===== config.mk =====
export PLATFORM = sky130hd
export DESIGN_NAME = system_sysid_regs_flat
export DESIGN_NICKNAME = d
export VERILOG_FILES = /design/src/rtl/system_sysid_regs_if.sv /design/src/rtl/system_sysid_regs.sv /design/src/flat_wrapper.sv
export SDC_FILE = /design/constraint.sdc
export NUM_CORES = 1
export LEC_CHECK = 0
export CAP_MARGIN = 5
export CORE_MARGIN = 8
export CORE_UTILIZATION = 55
export CTS_BUF_LIST = sky130_fd_sc_hd__clkbuf_8 sky130_fd_sc_hd__clkbuf_16
export DETAILED_ROUTE_END_ITERATION = 6
export PLACE_DENSITY = 0.81
export SLEW_MARGIN = 25
export SYNTH_ARGS = -nofsm -noshare
export SYNTH_HDL_FRONTEND = slang
export SYNTH_SLANG_ARGS = --single-unit

===== constraint.sdc =====
create_clock -name clock -period 3.56 [get_ports clock]
set_clock_uncertainty 0.1 [all_clocks]
set_input_delay 0.356 -clock clock [delete_from_list [all_inputs] [get_ports clock]]
set_output_delay 0.356 -clock clock [all_outputs]
set_load 0.03 [all_outputs]

===== src/rtl/system_sysid_regs_if.sv =====
// Avalon-MM slave bus bundle for the system ID / uptime / scratch register block.
// The master modport drives the request side; the slave modport returns read data.
interface system_sysid_regs_if #(
  parameter int ADDR_W = 4
) ();
  logic [ADDR_W-1:0] address;
  logic              read;
  logic              write;
  logic [31:0]       writedata;
  logic [3:0]        byteenable;
  logic [31:0]       readdata;
  logic              readdatavalid;

  modport master (
    output address, read, write, writedata, byteenable,
    input  readdata, readdatavalid
  );

  modport slave (
    input  address, read, write, writedata, byteenable,
    output readdata, readdatavalid
  );
endinterface


===== src/rtl/system_sysid_regs.sv =====
// System ID register file: ID, build timestamp, capabilities, a 64-bit uptime counter
// with a coherent high-word shadow, and NUM_SCRATCH byte-writable scratch words.
module system_sysid_regs #(
  parameter logic [31:0] SYS_ID        = 32'h0000_0000,
  parameter logic [31:0] TIMESTAMP     = 32'h0000_0000,
  parameter int          NUM_SCRATCH   = 4,
  parameter int          ADDR_W        = 4,
  parameter logic [63:0] UPTIME_RESET  = 64'h0,
  parameter logic [31:0] SCRATCH_RESET = 32'h0
) (
  input  logic                clock,
  input  logic                reset_n,
  system_sysid_regs_if.slave  bus
);

  localparam logic [ADDR_W-1:0] ADDR_ID   = ADDR_W'(0);
  localparam logic [ADDR_W-1:0] ADDR_TS   = ADDR_W'(1);
  localparam logic [ADDR_W-1:0] ADDR_LO   = ADDR_W'(2);
  localparam logic [ADDR_W-1:0] ADDR_HI   = ADDR_W'(3);
  localparam logic [ADDR_W-1:0] ADDR_CAPS = ADDR_W'(4);
  localparam int                SCR_BASE  = 5;
  localparam logic [31:0]       CAPS_WORD = {8'h01, 8'd0, 8'(ADDR_W), 8'(NUM_SCRATCH)};

  logic [63:0]                   uptime_reg;
  logic [31:0]                   hi_shadow_reg;
  logic [31:0]                   readdata_reg;
  logic                          readdatavalid_reg;
  logic [NUM_SCRATCH-1:0][31:0]  scratch_q;
  logic [31:0]                   rd_word;
  logic                          rd_accept;
  logic                          lo_clear;
  logic                          lo_capture;

  // A write in the same cycle as a read takes priority; the read is dropped.
  assign rd_accept  = bus.read && !bus.write;
  assign lo_clear   = bus.write && (bus.address == ADDR_LO);
  assign lo_capture = rd_accept && (bus.address == ADDR_LO);

  always_ff @(posedge clock) begin
    if (!reset_n) begin
      uptime_reg    <= UPTIME_RESET;
      hi_shadow_reg <= 32'h0;
    end else begin
      if (lo_clear) begin
        uptime_reg <= 64'h0;
      end else begin
        uptime_reg <= uptime_reg + 64'd1;
      end
      if (lo_capture) begin
        hi_shadow_reg <= uptime_reg[63:32];
      end
    end
  end

  generate
    for (genvar gi = 0; gi < NUM_SCRATCH; gi++) begin : g_scratch
      logic [31:0] word_reg;
      logic        word_sel;

      assign word_sel = bus.write && (bus.address == ADDR_W'(SCR_BASE + gi));

      always_ff @(posedge clock) begin
        if (!reset_n) begin
          word_reg <= SCRATCH_RESET;
        end else if (word_sel) begin
          for (int b = 0; b < 4; b++) begin
            if (bus.byteenable[b]) begin
              word_reg[b*8 +: 8] <= bus.writedata[b*8 +: 8];
            end
          end
        end
      end

      assign scratch_q[gi] = word_reg;
    end
  endgenerate

  always_comb begin
    rd_word = 32'h0;
    case (bus.address)
      ADDR_ID:   rd_word = SYS_ID;
      ADDR_TS:   rd_word = TIMESTAMP;
      ADDR_LO:   rd_word = uptime_reg[31:0];
      ADDR_HI:   rd_word = hi_shadow_reg;
      ADDR_CAPS: rd_word = CAPS_WORD;
      default: begin
        for (int i = 0; i < NUM_SCRATCH; i++) begin
          if (bus.address == ADDR_W'(SCR_BASE + i)) begin
            rd_word = scratch_q[i];
          end
        end
      end
    endcase
  end

  always_ff @(posedge clock) begin
    if (!reset_n) begin
      readdata_reg      <= 32'h0;
      readdatavalid_reg <= 1'b0;
    end else begin
      readdatavalid_reg <= rd_accept;
      if (rd_accept) begin
        readdata_reg <= rd_word;
      end
    end
  end

  assign bus.readdata      = readdata_reg;
  assign bus.readdatavalid = readdatavalid_reg;

endmodule

===== src/flat_wrapper.sv =====
// flat-port wrapper written by rule: the top's interface ports become plain ports
module system_sysid_regs_flat 
#(
  parameter logic [31:0] SYS_ID        = 32'h0000_0000,
  parameter logic [31:0] TIMESTAMP     = 32'h0000_0000,
  parameter int          NUM_SCRATCH   = 4,
  parameter int          ADDR_W        = 4,
  parameter logic [63:0] UPTIME_RESET  = 64'h0,
  parameter logic [31:0] SCRATCH_RESET = 32'h0
)
  (clock, reset_n, bus_address, bus_read, bus_write, bus_writedata, bus_byteenable, bus_readdata, bus_readdatavalid);
  system_sysid_regs_if #(.ADDR_W(ADDR_W)) bus_i ();
  input  logic clock;
  input  logic reset_n;
  input wire logic [$bits(bus_i.address)-1:0] bus_address;
  input wire logic [$bits(bus_i.read)-1:0] bus_read;
  input wire logic [$bits(bus_i.write)-1:0] bus_write;
  input wire logic [$bits(bus_i.writedata)-1:0] bus_writedata;
  input wire logic [$bits(bus_i.byteenable)-1:0] bus_byteenable;
  output wire logic [$bits(bus_i.readdata)-1:0] bus_readdata;
  output wire logic [$bits(bus_i.readdatavalid)-1:0] bus_readdatavalid;
  assign bus_i.address = bus_address;
  assign bus_i.read = bus_read;
  assign bus_i.write = bus_write;
  assign bus_i.writedata = bus_writedata;
  assign bus_i.byteenable = bus_byteenable;
  assign bus_readdata = bus_i.readdata;
  assign bus_readdatavalid = bus_i.readdatavalid;
  system_sysid_regs #(.SYS_ID(SYS_ID), .TIMESTAMP(TIMESTAMP), .NUM_SCRATCH(NUM_SCRATCH), .ADDR_W(ADDR_W), .UPTIME_RESET(UPTIME_RESET), .SCRATCH_RESET(SCRATCH_RESET)) u_core (.clock(clock), .reset_n(reset_n), .bus(bus_i));
endmodule

# After elaboration in Yosys (flattened, before gate mapping)
# Cells that the tools add are included.
totals:
  register_bits: 257
  output_inout_bits: 33
  elab_cells: 62
op_classes:
  add_sub_neg: 1
  eq_ne: 8
  n_mux: 5
  n_bitwise: 1
  n_reduce_logical: 27
ops:
  columns: ["op", "n"]
  rows:
  - ["$mux W32", 4]
  - ["$pmux W32 S4", 1]
  - ["$add A64 B1 Y64 const B", 1]
  - ["$reduce_and A2 Y1", 16]
  - ["$eq A4 B3 Y1 const B", 4]
  - ["$eq A4 B2 Y1 const B", 2]
  - ["$logic_and A1 B1 Y1", 7]
  - ["$eq A4 B1 Y1 const B", 1]
  - ["$eq A4 B4 Y1 const B", 1]
  - ["$logic_not A4 Y1", 1]
  - ["$reduce_or A2 Y1", 2]
  - ["$logic_not A1 Y1", 1]
  - ["$not A1 Y1", 1]

# Logic depth before layout (Yosys ltp)
# Gate-level depths: netlist of run 1.
logic_depth:
  depth_word: 6
  ltp_mapped: 8

# Least setup slack after synthesis of run 1
# No wires, ideal clock.
synth_path:
  kind: "reg-to-reg"
  start: "register u_core.uptime_reg[0]"
  end: "register u_core.uptime_reg[46]"
  setup_time_ps: 70
  arrival_ps: 1868
  setup_slack_ps: 1522
  path_stages_with_launch: 8
  path_buffers: 1
  synth_period_minus_slack_ps: 2038
  path_cell_list: "dfxtp_1 -> ha_1 -> nand3_1 -> nor3_2 -> buf_2 -> nand4_2 -> or3_1 -> a21oi_1"
synth_via:
  elab_chain_cells: 1
synth_rtl:
  columns: ["element", "line", "text"]
  rows:
  - ["start: declaration", "system_sysid_regs.sv:24", "logic [63:0] uptime_reg;"]
  - ["start signal: assignment", "system_sysid_regs.sv:47", "uptime_reg <= uptime_reg + 64'd1;"]
  - ["$add A64 B1 Y64", "system_sysid_regs.sv:47", null]
# No other way between the ends.
# A chain may end at the register's enable or synchronous reset.

# Final worst setup path of run 1
layout_path:
  start: "register u_core.uptime_reg[10]"
  end: "register u_core.uptime_reg[56]"
# Same word-level chain as after synthesis.

==> flow_summary_export.csv, run 1 <==
group,metric,value,unit
logic_synthesis,synth_seq_area_share,44.6,%
critical_path,cp-end-kind,"flop",
global_route,grt_max_degree,94,
layout,area_growth_syn_to_layout,16.1,%
clock_tree,root_buffer,"clkbuf_16",
placed_design,finalWeightedCongestion,0.840,
placed_design,place_area,12600,um^2
floorplan,die-area,25900,um^2
critical_path,critPathMaxFanout,11,
min_path,hold_path_depth,2,
global_route,grt_pass1_wl,52.5,mm
clock_tree,cts_setup_buffers,0,
layout,n_fill_cell,1741,
global_route,grt.overflow.total,0,
layout,diodes,0,
power_and_ir_drop,p_leak,4.51,nW
logic_synthesis,synth_edf_count,0,
layout,drive_above_1_share,9.86,%
clock_tree,cts_tree,"built",
logic_synthesis,synth.ff_latch_count,257,
logic_synthesis,ys_warn_count,0,
layout,final_nets,1436,
clock_tree,clkLatencyLatePin,0.54,ns
logic_synthesis,syn_area,11500,um^2
layout,final_cell_area,13400,um^2
global_route,grt_pass1_vias,9996,
clock_tree,cts_buffers,27,
timing,worst-slew-pin-transition,0.824,ns
critical_path,rr_worst_depth,5,
detailed_routing,wl,32.2,mm
job,cap_violations,0,
placed_design,port_buffers,76,
floorplan,boundaryPins,77,
global_route,grt_use_total,24.1,%
detailed_routing,dr.first_iter.drc_count,947,
critical_path,cp-start-kind,"flop",
logic_synthesis,synth_nets,1397,
layout,register_area,5140,um^2
floorplan,core,20800,um^2
power_and_ir_drop,power.total,6.03,mW
timing,maxSlewViolCount,0,
power_and_ir_drop,ir_worst_vdd,359,uV
logic_synthesis,avgSynthCellArea,8.54,um^2
critical_path,cp.required,3.92,ns
detailed_routing,vias,10400,
detailed_routing,viasPerCell,6.20,
logic_synthesis,async_flop_share,0,%
floorplan,initial_core_util,55.5,%
logic_synthesis,synthFlopType,"dfxtp_1",
timing,max_freq,382,MHz
timing,min_period_over_period,73.5,%
layout,multi_input_area,6020,um^2
critical_path,critPathArrivalTime,2.98,ns
timing,period_needed,2.62,ns
detailed_routing,wire_per_inst,19.1,um
timing,setup_viol,0,
timing,relSlewSlack,45.0,%
clock_tree,cts.sinks,257,
clock_tree,cts_hold_buf,0,
min_path,hold_path.class,"flop to flop",
floorplan,die_width,161,um
clock_tree,ctsResizeCount,0,
placed_design,hpwl,21.3,mm
layout,largest_reg_flops,128,
clock_tree,clk_pin_slew,0.06,ns
clock_tree,clk_path_buf_depth,3,
critical_path,critPathMaxStageDelay,0.58,ns
logic_synthesis,synth.distinct_cells,45,
timing,fin_setup_tns,0,ns
timing,hold_viol,0,
outcome,status,"completed",
detailed_routing,first_pass_iters,5,
critical_path,cpMaxStageDelayCell,"nor4_2",
power_and_ir_drop,pwr_density_cell,449,nW/um^2
detailed_routing,ant_nets,0,
global_route,antenna_found_initial,0,
floorplan,chipHeight,161,um
clock_tree,cts_htree_levels,1,
detailed_routing,drcViolationCount,0,
critical_path,crit_type,"flop to flop",
logic_synthesis,synthCells,1352,
timing,rsz0062_at_grt,"false",
critical_path,path_cells,"nand4_2 > nor4_2 > nand4_1 > or3_1 > a21oi_1",
floorplan,rows,53,
[placed cells by master, fill, tap and decap left out, types with 7 or more instances in the layout]
cell / count
inv_1: 12
or4_1: 7
or3_1: 19
o21ai_0: 145
buf_4: 37
clkbuf_8: 7
mux2_2: 32
xor2_1: 23
a21boi_1: 17
a221oi_1: 58
and4_1: 8
nand3_1: 27
dfxtp_1: 257
nand2_1: 252
nand4_1: 21
a21boi_0: 143
xnor2_1: 18
clkdlybuf4s50_1: 73
and3_1: 9
a21oi_1: 27
nor3_1: 32
nor2_1: 61
a22o_1: 29
clkbuf_16: 27
[power breakdown]
| part | internal [mW] | switching, mW | total, mW | leakage (nW) |
|---|---|---|---|---|
| Clock | 1.52 | 1.13 | 2.65 | 0.447 |
| Combinational | 0.167 | 0.271 | 0.438 | 1.99 |
| Sequential | 2.91 | 0.0275 | 2.94 | 2.08 |
[cells in the mapped netlist (8+ instances only)]
library cell  instances  share of area, %
xnor2_1              18               1.4
mux2_2               32               3.1
dfxtp_1             257                45
nor2_1               61               2.0
a21boi_0            143               9.3
nand3_1              27               1.2
a221oi_1             58               4.4
and4_1                8              0.61
o21ai_0             146               6.3
xor2_1               23               1.7
a21oi_1              27               1.2
nor3_1               34               1.5
or3_1                19               1.0
and3_1                9              0.49
clkbuf_1             89               2.9
nor2b_1               9              0.49
a21boi_1             17               1.1
nand2_1             253               8.2
nand4_1              21               1.1
a22o_1               29               2.2
[area by class of cell]
class	instances	share of cell area (%)
flip-flops and latches	257	38.4
clock inverters	14	0.523
repair buffers	113	7.74
clock buffers	34	5.76
inverters	6	0.168
well taps	275	2.57
multi-input cells	986	44.9
[worst max-delay path: cells and delay by family, from the launching register on]
kind	cells	cell delay [ns]
flops	1	0.48
compound gates	1	0.15
simple gates	4	1.83
[worst paths after layout]
path                                   start                               to  slack (ns)
max                    u_core.uptime_reg[10]            u_core.uptime_reg[56]        0.94
min          u_core.g_scratch[3].word_reg[4]  u_core.g_scratch[3].word_reg[4]        0.36
max reg2reg            u_core.uptime_reg[10]            u_core.uptime_reg[56]        0.94
min reg2reg  u_core.g_scratch[3].word_reg[4]  u_core.g_scratch[3].word_reg[4]        0.36
[cells by family (layout without fill, tap and decap cells)]
logic type      after synthesis  count (layout)  synth area share [%]
simple gates                478             478                  19.9
compound gates              431             431                  25.2
flops                       257             257                  44.6
buf+inv                     109             167                  3.68
xor+xnor                     41              41                  3.11
mux                          35              35                  3.38
fa+ha+maj                     1               1                 0.108
[layer usage]
metal	up-vias	global-route usage, %	share of wire, %
met1	5015	33.0	43
met3	75	3.58	7.6
met5	-	0	0
li1	4921	-	-
met2	432	38.3	46
met4	0	8.42	3.1
[through the flow]
step | utilization [%] | hold slack, ns | std cells | setup slack (ns)
global route | 64.4 | 0.378 | 1685 | 0.709
detailed placement | 60.4 | 0.346 | 1637 | 0.661
CTS | 64.4 | 0.342 | 1685 | 1.03
floorplan | - | 0.332 | 1352 | 1.52
finish | 64.4 | 0.359 | 1685 | 0.943
global placement | 60.4 | 0.339 | 1637 | 0.710
No activity file was read; power rests on OpenSTA's default activity.
==> run 2, diff against run 1 <==
Clock period 3.56 ns to 2.52 ns, I/O delays scaled along.
==> run 2 against run 1 <==
  * Sequential cell count is the same
  * Die area is the same
  * Total power grew 46%
  * Global-route usage grew 0.050 points
  * Register-to-register slack lost 0.68 ns
  * Count of clock-buffer cells in the layout shrank 3
  * First-iteration DRC count grew 11%
  * Hold slack lost 0.17 ns
  * Non-clock buffer count grew 36
  * Routed wire length grew 1.4%
==> flow_summary_export.csv, run 2 (synthesized netlist as in run 1, its figures left out) <==
group,metric,value,unit
placed_design,port_buffers,76,
critical_path,cp-end-kind,"flop",
clock_tree,ctsResizeCount,0,
global_route,grt_pass1_wl,52.5,mm
layout,layoutNonFillerInstCount,1721,
timing,rsz0062_at_grt,"false",
critical_path,critPathMaxFanout,9,
timing,setup_viol,0,
clock_tree,clk_pin_slew,0.06,ns
placed_design,place_area,12900,um^2
critical_path,cp.required,2.89,ns
clock_tree,root_buffer,"clkbuf_16",
power_and_ir_drop,power.total,8.78,mW
layout,diodes,0,
layout,register_area,5140,um^2
global_route,grt_use_total,24.2,%
global_route,grt_max_degree,63,
timing,setup_slack,0.259,ns
timing,fin_setup_tns,0,ns
layout,n_fill_cell,1683,
detailed_routing,wire_per_inst,18.9,um
job,cap_violations,0,
detailed_routing,viasPerCell,6.22,
timing,min_period_over_period,89.7,%
layout,final_cell_mix,"257 x dfxtp_1, 252 x nand2_1, 145 x o21ai_0",
clock_tree,cts_buffers,26,
global_route,grt.overflow.total,0,
timing,whs,0.187,ns
detailed_routing,first_pass_iters,7,
critical_path,critPathArrivalTime,2.63,ns
detailed_routing,vias,10700,
global_route,antenna_found_initial,0,
critical_path,cp-start-kind,"flop",
layout,utilization,66.2,%
clock_tree,clkLatencyLatePin,0.53,ns
floorplan,die_width,161,um
placed_design,finalWeightedCongestion,0.871,
layout,final_cell_area,13800,um^2
min_path,hold_path.class,"primary input to flop",
placed_design,place_ws,0.0504,ns
clock_tree,cts.sinks,257,
floorplan,core,20800,um^2
floorplan,chipHeight,161,um
placed_design,dp.cells,1670,
timing,relSlewSlack,51.0,%
layout,area_growth_syn_to_layout,19.3,%
layout,drive_above_1_share,12.1,%
floorplan,die-area,25900,um^2
clock_tree,cts_htree_levels,1,
detailed_routing,wl,32.6,mm
detailed_routing,drcViolationCount,0,
detailed_routing,ant_nets,0,
clock_tree,clk_path_buf_depth,3,
timing,maxSlewViolCount,0,
floorplan,initial_core_util,55.5,%
clock_tree,cts_tree,"built",
detailed_routing,dr.first_iter.drc_count,1050,
timing,max_freq,442,MHz
timing,period_needed,2.26,ns
critical_path,crit_type,"flop to flop",
global_route,grt_pass1_vias,10100,
power_and_ir_drop,ir_worst_vdd,448,uV
floorplan,rows,53,
placed_design,hpwl,22.2,mm
outcome,status,"completed",
timing,worst-slew-pin-transition,0.728,ns
power_and_ir_drop,pwr_density_cell,637,nW/um^2
layout,multi_input_area,6020,um^2
critical_path,rr_worst_depth,6,
layout,largest_reg_flops,128,
layout,final_common_cell,"dfxtp_1",
floorplan,boundaryPins,77,
layout,final_nets,1471,
timing,hold_viol,0,
power_and_ir_drop,p_leak,4.72,nW
min_path,hold_path_depth,2,
==> run 2: changes by cell type in the layout (fill, tap and decap cells not counted) <==
| cell | delta |
|---|---|
| buf_12 | +4 |
| buf_4 | +32 |
| bufinv_16 | +3 |
| clkbuf_8 | -3 |
| clkinv_2 | +1 |
| inv_6 | -1 |
| o21ai_2 | -1 |
| o21ai_4 | +1 |
==> run 2: what timing repair did <==
item                                    4_1_cts  5_1_grt
endpoints found under the setup margin        0        5
hold buffers                                  0        0
buffers inserted                              0        3
==> run 2: path summary, 6_finish.rpt <==
check                                        from                         endpoint  slack, ns
setup / recovery            u_core.uptime_reg[45]            u_core.uptime_reg[62]       0.26
hold / removal                            reset_n          u_core.hi_shadow_reg[9]       0.19
setup reg to reg            u_core.uptime_reg[45]            u_core.uptime_reg[62]       0.26
hold reg to reg   u_core.g_scratch[3].word_reg[1]  u_core.g_scratch[3].word_reg[1]       0.36
==> run 2: power by group <==
group,total [mW],switching [mW],internal (mW)
logic,0.648,0.386,0.262
registers,4.15,0.0397,4.11
clock network,3.98,1.62,2.36
==> run 2: metal layers <==
layer,track usage (%),wire (um),vias to the layer above
met5,0,0,-
met4,8.92,1050,0
met3,3.86,2390,75
met2,39.2,15000,460
met1,32.0,14200,5183
li1,-,-,4982
==> run 2: area by class of cell <==
| type | instances | area share, % |
|---|---|---|
| Tap cell | 275 | 2.50 |
| Clock buffer | 31 | 5.30 |
| Clock inverter | 17 | 1.13 |
| Multi-Input combinational cell | 986 | 43.7 |
| Timing Repair Buffer | 149 | 9.86 |
| Inverter | 6 | 0.163 |
| Sequential cell | 257 | 37.3 |
==> run 2: worst max-delay path, cell delays in order, from the launching register on <==
cell	delay, ns
dfxtp_1	0.43
nand4_1	0.33
nor4_1	0.50
nand4_1	0.15
buf_4	0.20
or3_1	0.35
a21oi_1	0.14
